**config.mk**
```make
export PLATFORM = sky130hd
export DESIGN_NAME = multdiv_unit
export DESIGN_NICKNAME = d
export VERILOG_FILES = /design/src/rtl/multdiv_pkg.sv /design/src/rtl/multdiv_counter.sv /design/src/rtl/multdiv_unit.sv
export SDC_FILE = /design/constraint.sdc
export NUM_CORES = 1
export LEC_CHECK = 0
export CORE_MARGIN = 2
export CORE_UTILIZATION = 41
export DETAILED_ROUTE_END_ITERATION = 16
export SLEW_MARGIN = 30
export SYNTH_ARGS = -nofsm -noshare
export SYNTH_HDL_FRONTEND = slang
export SYNTH_SLANG_ARGS = --single-unit
```
**constraint.sdc**
```tcl
create_clock -name clock -period 10.7 [get_ports clock]
set_input_delay 2.675 -clock clock [delete_from_list [all_inputs] [get_ports clock]]
set_output_delay 2.675 -clock clock [all_outputs]
set_load 0.02 [all_outputs]
```
**src/rtl/multdiv_pkg.sv**
```systemverilog
// rtl/multdiv_pkg.sv - shared types and constants for the iterative multiply/divide unit
package multdiv_pkg;

    localparam int MD_SIZE = 32;
    localparam int MD_ITER = 32;

    typedef enum logic [1:0] {
        ST_IDLE = 2'd0,
        ST_RUN  = 2'd1,
        ST_DONE = 2'd2
    } state_e;

    typedef enum logic {
        OP_MULT = 1'b0,
        OP_DIV  = 1'b1
    } op_e;

endpackage

```
**src/rtl/multdiv_counter.sv**
```systemverilog
// rtl/multdiv_counter.sv - iteration counter with clear, enable and terminal count at SIZE-1
module multdiv_counter #(
    parameter int SIZE  = 32,
    parameter int CNT_W = 6
) (
    input  logic             clk_i,
    input  logic             resetn_i,
    input  logic             clr_i,
    input  logic             en_i,
    output logic [CNT_W-1:0] count_o,
    output logic             tc_o
);

    logic [CNT_W-1:0] count_q, count_d;

    always_comb begin
        count_d = count_q;
        if (clr_i) begin
            count_d = '0;
        end else if (en_i) begin
            count_d = count_q + CNT_W'(1);
        end
    end

    always_ff @(posedge clk_i) begin
        if (!resetn_i) begin
            count_q <= '0;
        end else begin
            count_q <= count_d;
        end
    end

    assign count_o = count_q;
    assign tc_o    = (count_q == CNT_W'(SIZE - 1));

endmodule

```
**src/rtl/multdiv_unit.sv**
```systemverilog
// rtl/multdiv_unit.sv - iterative signed Booth multiplier / restoring divider, fixed 33-cycle latency
module multdiv_unit
    import multdiv_pkg::*;
#(
    parameter int SIZE  = MD_SIZE,
    parameter int CNT_W = 6
) (
    input  logic            clock,
    input  logic            reset_n,
    input  logic            ctrl_MULT,
    input  logic            ctrl_DIV,
    input  logic [SIZE-1:0] data_operandA,
    input  logic [SIZE-1:0] data_operandB,
    output logic [SIZE-1:0] data_result,
    output logic            data_exception,
    output logic            data_resultRDY,
    output logic            busy
);

    // Shared accumulator: MULT uses {33-bit high, 32-bit low, q-1}, DIV uses {pad, 33-bit rem, 32-bit quo}.
    localparam int AW = 2 * SIZE + 2;

    state_e            state_q, state_d;
    op_e               op_q, op_d;
    logic [AW-1:0]     acc_q, acc_d;
    logic [SIZE-1:0]   opnd_q, opnd_d;
    logic              neg_q, neg_d;
    logic              dz_q, dz_d;
    logic [SIZE-1:0]   result_q, result_d;
    logic              exc_q, exc_d;

    logic              start;
    logic              tc;
    logic [CNT_W-1:0]  count;
    logic              done_entry;

    logic [SIZE:0]     booth_hi;
    logic [AW-1:0]     mult_step;
    logic [SIZE:0]     r_sh;
    logic [SIZE+1:0]   diff;
    logic [AW-1:0]     div_step;
    logic [2*SIZE-1:0] prod;
    logic [SIZE-1:0]   quo_mag;
    logic [SIZE-1:0]   a_mag, b_mag;

    assign start      = ctrl_MULT | ctrl_DIV;
    assign done_entry = (state_q == ST_RUN) && tc && !start;

    multdiv_counter #(
        .SIZE  (SIZE),
        .CNT_W (CNT_W)
    ) u_counter (
        .clk_i    (clock),
        .resetn_i (reset_n),
        .clr_i    (start),
        .en_i     (state_q == ST_RUN),
        .count_o  (count),
        .tc_o     (tc)
    );

    always_ff @(posedge clock) begin
        if (!reset_n) begin
            state_q <= ST_IDLE;
        end else begin
            state_q <= state_d;
        end
    end

    always_comb begin
        state_d = state_q;
        case (state_q)
            ST_IDLE: if (start) state_d = ST_RUN;
            ST_RUN:  if (start) state_d = ST_RUN;
                     else if (tc) state_d = ST_DONE;
            ST_DONE: state_d = start ? ST_RUN : ST_IDLE;
            default: state_d = ST_IDLE;
        endcase
    end

    always_comb begin
        busy           = (state_q == ST_RUN);
        data_resultRDY = (state_q == ST_DONE);
    end

    // One iteration of each algorithm; the 33-bit Booth high half absorbs -(-2^31).
    always_comb begin
        booth_hi = acc_q[AW-1:SIZE+1];
        case (acc_q[1:0])
            2'b01:   booth_hi = acc_q[AW-1:SIZE+1] + {opnd_q[SIZE-1], opnd_q};
            2'b10:   booth_hi = acc_q[AW-1:SIZE+1] - {opnd_q[SIZE-1], opnd_q};
            default: booth_hi = acc_q[AW-1:SIZE+1];
        endcase
        mult_step = {booth_hi[SIZE], booth_hi, acc_q[SIZE:1]};

        r_sh     = {acc_q[2*SIZE-1:SIZE], acc_q[SIZE-1]};
        diff     = {1'b0, r_sh} - {2'b00, opnd_q};
        div_step = diff[SIZE+1] ? {1'b0, r_sh, acc_q[SIZE-2:0], 1'b0}
                                : {1'b0, diff[SIZE:0], acc_q[SIZE-2:0], 1'b1};

        prod    = mult_step[2*SIZE:1];
        quo_mag = div_step[SIZE-1:0];
        a_mag   = data_operandA[SIZE-1] ? -data_operandA : data_operandA;
        b_mag   = data_operandB[SIZE-1] ? -data_operandB : data_operandB;
    end

    always_comb begin
        op_d     = op_q;
        acc_d    = acc_q;
        opnd_d   = opnd_q;
        neg_d    = neg_q;
        dz_d     = dz_q;
        result_d = result_q;
        exc_d    = exc_q;
        if (start) begin
            neg_d = data_operandA[SIZE-1] ^ data_operandB[SIZE-1];
            dz_d  = (data_operandB == '0);
            if (ctrl_MULT) begin
                op_d   = OP_MULT;
                acc_d  = {{(SIZE+1){1'b0}}, data_operandB, 1'b0};
                opnd_d = data_operandA;
            end else begin
                op_d   = OP_DIV;
                acc_d  = {{(SIZE+2){1'b0}}, a_mag};
                opnd_d = b_mag;
            end
        end else if (state_q == ST_RUN) begin
            acc_d = (op_q == OP_MULT) ? mult_step : div_step;
            if (done_entry) begin
                if (op_q == OP_MULT) begin
                    result_d = prod[SIZE-1:0];
                    exc_d    = (prod[2*SIZE-1:SIZE] != {SIZE{prod[SIZE-1]}});
                end else if (dz_q) begin
                    result_d = '0;
                    exc_d    = 1'b1;
                end else begin
                    result_d = neg_q ? -quo_mag : quo_mag;
                    exc_d    = !neg_q && quo_mag[SIZE-1];
                end
            end
        end
    end

    always_ff @(posedge clock) begin
        if (!reset_n) begin
            op_q     <= OP_MULT;
            acc_q    <= '0;
            opnd_q   <= '0;
            neg_q    <= 1'b0;
            dz_q     <= 1'b0;
            result_q <= '0;
            exc_q    <= 1'b0;
        end else begin
            op_q     <= op_d;
            acc_q    <= acc_d;
            opnd_q   <= opnd_d;
            neg_q    <= neg_d;
            dz_q     <= dz_d;
            result_q <= result_d;
            exc_q    <= exc_d;
        end
    end

    assign data_result    = result_q;
    assign data_exception = exc_q;

endmodule
```
Yosys cells after proc, flatten, opt, wreduce, memory -nomap -nowiden:

Cells that the tools add are included.

* bits in writable memories: 0
* input port bits: 68
* logic and storage cells: 59
* memories kept: 0
* ROM bits: 0
* register bits: 142
* output and inout port bits: 35
* bits in latches: 0

* bitwise logic cells: 4
* $lt $le $gt $ge: 0
* divide/modulo/power cells: 0
* eq/ne operators: 8
* add/sub/neg operators: 7
* shift-type cells: 0
* reductions and logical operators: 11
* $mul: 0
* muxes and demuxes: 20

Operators with widths (count)
* $mux W66: 3
* $mux W32: 6
* $neg A32 Y32: 3
* $pmux W33 S2: 1
* $mux W65: 1
* $sub A33 B32 Y34: 1
* $add A33 B33 Y33: 1
* $mux W33: 1
* $sub A33 B33 Y33: 1
* $logic_not A32 Y1: 1
* $ne A32 B32 Y1: 1
* $add A6 B1 Y6 const B: 1
* $eq A6 B5 Y1 const B: 1
* $mux W2: 3
* $pmux W2 S3: 1
* $eq A2 B1 Y1 const B: 2
* $eq A2 B2 Y1 const B: 2
* $mux W1: 4
* $logic_and A1 B1 Y1: 3
* $ne A3 B1 Y1 const B: 1
* $reduce_and A3 Y1: 1
* $logic_not A1 Y1: 2
* $logic_not A2 Y1: 1
* $ne A2 B2 Y1 const B: 1
* 6 further kinds: 7

Longest topological paths before layout:

* word-level depth: 6
* depth in mapped cells: 21

Modules after synthesis:

From an unflattened synthesis, not the netlist that was laid out.

* cells, all modules: 1824
* area, all modules: 13213.9 µm²

Modules (own cells, without submodules)
* multdiv_unit: area each 12958.7 µm², seq. area each 2722.6 µm², cells an instance 1797, instances 1
* multdiv_counter: area each 255.2 µm², seq. area each 120.1 µm², cells an instance 27, instances 1

Least setup slack after synthesis:

OpenSTA, ideal clock, no wires.

* path kind: input to register
* start point: input data_operandA[5]
* end point: register acc_q[29]
* required time: 10.626 ns
* cell stages on the path: 10
* setup time: 0.074 ns
* path slack: 5.225 ns
* data arrival time: 5.401 ns
* path buffers: 0
* cells stage by stage: or4_4 -> nor4_4 -> nand3_1 -> or3_4 -> or4_1 -> or4_4 -> o31ai_1 -> xnor2_1 -> nand2_1 -> a31oi_1

* longest elaborated chain between the ends: 4

RTL lines
* start, declared: line multdiv_unit.sv:12 `input logic [SIZE-1:0] data_operandA,`
* $neg A32 Y32: line multdiv_unit.sv:102 `a_mag = data_operandA[SIZE-1] ? -data_operandA : data_operandA;`
* $mux W32: line multdiv_unit.sv:102
* $mux W33: line multdiv_unit.sv:117 `if (ctrl_MULT) begin`
* $mux W66: line multdiv_unit.sv:114 `if (start) begin`
* end signal, assigned: line multdiv_unit.sv:146 `acc_q <= '0;`
* end signal, assigned: line multdiv_unit.sv:154 `acc_q <= acc_d;`
* end, declared: line multdiv_unit.sv:25 `logic [AW-1:0] acc_q, acc_d;`

Every way passes these cells.
A chain may end at the register's enable or synchronous reset.

Final worst setup path:

* start point: input data_operandB[0]
* end point: register opnd_q[30]

* longest elaborated chain between the ends: 3

RTL lines
* start, declared: line multdiv_unit.sv:13 `input logic [SIZE-1:0] data_operandB,`
* $neg A32 Y32: line multdiv_unit.sv:103 `b_mag = data_operandB[SIZE-1] ? -data_operandB : data_operandB;`
* $mux W32: line multdiv_unit.sv:103
* $mux W32: line multdiv_unit.sv:117
* end signal, assigned: line multdiv_unit.sv:155 `opnd_q <= opnd_d;`
* end, declared: line multdiv_unit.sv:26 `logic [SIZE-1:0] opnd_q, opnd_d;`

Every way passes these cells.

==> results_dict.tcl <==
set metrics [dict create \
    setup_viol 0 \
    muxShareOfSynthArea 0.0408 \
    fillCellCount 3361 \
    overflow 0 \
    switching_power_mw 0.670 \
    dpl_cell_area_um2 14900 \
    synth-main-ff-cell "dfxtp_1" \
    r2r_end "data_exception" \
    fmax_mhz 170 \
    reg2regPathDepth 17 \
    leakagePower_nw 5.85 \
    clk_latency_ps 440 \
    swShare 0.378 \
    regToRegSetupSlack_ps 5220 \
    synthAdderAreaFrac 0.0680 \
    holdPathStages 1 \
    synth_area_um2 13700 \
    area_growth_syn_to_layout_pct 13.6 \
    synth_cells 1895 \
    antenna_found_initial 11 \
    grt_pass1_vias 13600 \
    avgSynthCellArea_um2 7.21 \
    setup-tns-final_ps 0 \
    grt_max_degree 94 \
    synth_top_family_by_area "compound AO/OA/AOI/OAI gates" \
    place_congestion 0.943 \
    grt_pass1_wl_um 77600 \
    sequentialPowerShare 0.331 \
    cts_root_buf "clkbuf_16" \
    cts_made_buffers 17 \
    p_comb_frac 0.327 \
    dpl.cell_count 2332 \
    synth_nets 2036 \
    num_vias 14600 \
    cp.arrival_ps 6190 \
    synth_warnings 0 \
    cts_tree "done" \
    synth-seq-cells 142 \
    synth.distinct_cells 75 \
    slew_headroom 0.375 \
    power_frac_clock 0.342 \
    min_period_ps 5890 \
    startpoint_type "input port" \
    cts_buffer_depth 2 \
    io_buffers 102 \
    grt_setup_unrepaired "no" \
    drtPass1Iterations 6 \
    drt-initial-drc-count 1404 \
    postLayoutCellArea_um2 15500 \
    fp-row-count 66 \
    maxCapViolCount 0 \
    worstPathRequired_ps 11000 \
    wl_per_cell_um 21.2 \
    cp_max_fo 5 \
    yosysSeqAreaShare 0.208 \
    outcome "completed" \
    synth_edf_count 0 \
    drive_above_1_share 0.0562 \
    vias_per_cell 6.15 \
    crit_type "in -> reg" \
    fin_crit_sh 0.550 \
    synthSimpleGateAreaFrac 0.219 \
    slew_viol_final 0 \
    route.detailed.drc 0 \
    hold_viol_final 0 \
    die_area_um2 34800 \
    final_nets 2050 \
    die_width_um 186 \
    p_per_area_nw_per_um2 114 \
    clkSinkCount 142 \
    track_usage 0.281 \
    r2r-start "opnd_q[1]" \
    cts_setup_buffers 0 \
    initial_core_util 0.418 \
    htreeDepth 4 \
    synthArstFlopShare 0 \
    clk_pin_slew_ps 70 \
    hpwl_um 37800 \
    hold_end "state_q[0]" \
    multiInputGateArea_um2 10100 \
    skew_ps 10.4 \
    top_level_ports 103 \
    postRouteWirelength_um 50400 \
    hp-start "state_q[1]" \
    worst_pin_slew_ps 926 \
    synth-xor-area-share 0.100 \
    stdcell_count 2371 \
    intPower_mw 1.10 \
    coreArea_um2 32700 \
    cp-startpoint "data_operandB[0]" \
    ant_nets 0 \
    hp-class "reg -> reg" \
    die_y_um 186 \
    register_area_um2 2840 \
    crit_path_end_kind "flip-flop" \
    hold_buffers 0 \
    ir_worst_vdd_v 0.0000834 \
    synth-compound-area-share 0.309 \
    cts.repair.resized 0 \
]
[cell type report]
class | instances | area share
Clock buffer | 19 | 0.0286
Antenna cell | 7 | 0.00113
Sequential cell | 142 | 0.183
Tap cell | 442 | 0.0357
Clock inverter | 13 | 0.00839
Multi-Input combinational cell | 1552 | 0.649
Timing Repair Buffer | 126 | 0.0767
Inverter | 70 | 0.0169
[synth_stat cells (28+ instances only)]
cell / n / area share
a211oi_1: 46 / 0.025
a21o_1: 31 / 0.017
a21oi_1: 195 / 0.071
a221oi_1: 33 / 0.021
a31oi_1: 42 / 0.019
clkbuf_1: 119 / 0.033
dfxtp_1: 142 / 0.21
ha_1: 71 / 0.065
inv_1: 69 / 0.019
mux2i_1: 41 / 0.030
nand2_1: 153 / 0.042
nand3_1: 32 / 0.012
nand4_1: 29 / 0.013
nor2_1: 189 / 0.052
nor2b_1: 29 / 0.013
nor3_1: 38 / 0.014
o21ai_0: 130 / 0.048
o31ai_1: 28 / 0.015
xnor2_1: 84 / 0.054
xor2_1: 72 / 0.046
[power by group through the flow]
stage / Sequential [mW] / Clock [mW] / Combinational, mW
after CTS: 0.585 / 0.610 / 0.571
after floorplan: 0.579 / 0 / 0.407
after global placement: 0.596 / 0 / 0.564
after detailed placement: 0.597 / 0 / 0.567
after global routing: 0.589 / 0.632 / 0.632
final: 0.587 / 0.605 / 0.580
[critical path, cell delays in order]
cell             delay, ps
clkdlybuf4s50_1        510
inv_1                  120
ha_1                   170
or3b_1                 370
or3_1                  360
nand2b_1               200
or3_1                  360
or2_2                  340
or3_1                  400
o21ai_0                220
xor2_1                 170
a211oi_1                90
a21oi_1                160
nor2_1                  50
[flip-flops by register name, indices dropped and copies added (netlist names)]
signal / count
acc_q: 66
data_result: 32
opnd_q: 32
u_counter.count_o: 6
state_q: 2
data_exception: 1
dz_q: 1
neg_q: 1
op_q: 1
[cells in the final DEF (no fill, tap or decap), drive strengths merged, types with 13 or more instances in the layout]
master	n
buf	26
clkbuf	20
o41ai	15
nand2b	26
xnor2	84
a221oi	33
clkdlybuf4s50	99
inv	75
and3	22
a211oi	46
o211ai	18
mux2	13
nand3	32
nor2b	29
a21oi	195
mux2i	41
nor3	38
a31oi	42
or4	13
or3	29
o21ai	131
o31ai	28
xor2	72
ha	71
nand4	29
dfxtp	142
nor2	189
nor4	18
a21o	31
nand2	153
[layer usage]
layer	GRT usage	part of all wire	wire [µm]	up-vias
met3	0.0568	0.073	3660	101
met4	0.103	0.034	1730	8
met2	0.458	0.45	22600	544
li1	-	-	-	7032
met1	0.369	0.44	22400	6906
met5	0	0.00097	49	-
[how the worst max path moves through the flow]
stage,endpoint,slack (ps),depth (start not counted)
after global routing,opnd_q[24],4570,14
final,opnd_q[30],4810,14
after CTS,opnd_q[30],4850,14
after floorplan,acc_q[29],5220,10
after detailed placement,opnd_q[30],4400,14
after global placement,acc_q[29],4440,11
[per-stage QoR]
step	setup slack, ps	power, mW	utilization	hold WS [ps]
after global placement	4440	1.16	0.456	454
after global routing	4570	1.85	0.474	489
after floorplan	5220	0.986	-	435
after detailed placement	4400	1.16	0.456	464
after CTS	4850	1.77	0.473	473
final	4810	1.77	0.474	467
[cell families after synthesis]
logic type / count (synthesis)
AO/OA/AOI/OAI: 655
XOR/XNOR: 156
adder cells (fa/ha/maj): 73
buffers and inverters: 201
flip-flops: 142
multiplexers: 54
AND/OR/NAND/NOR: 614
No activity file was read; power rests on OpenSTA's default activity.
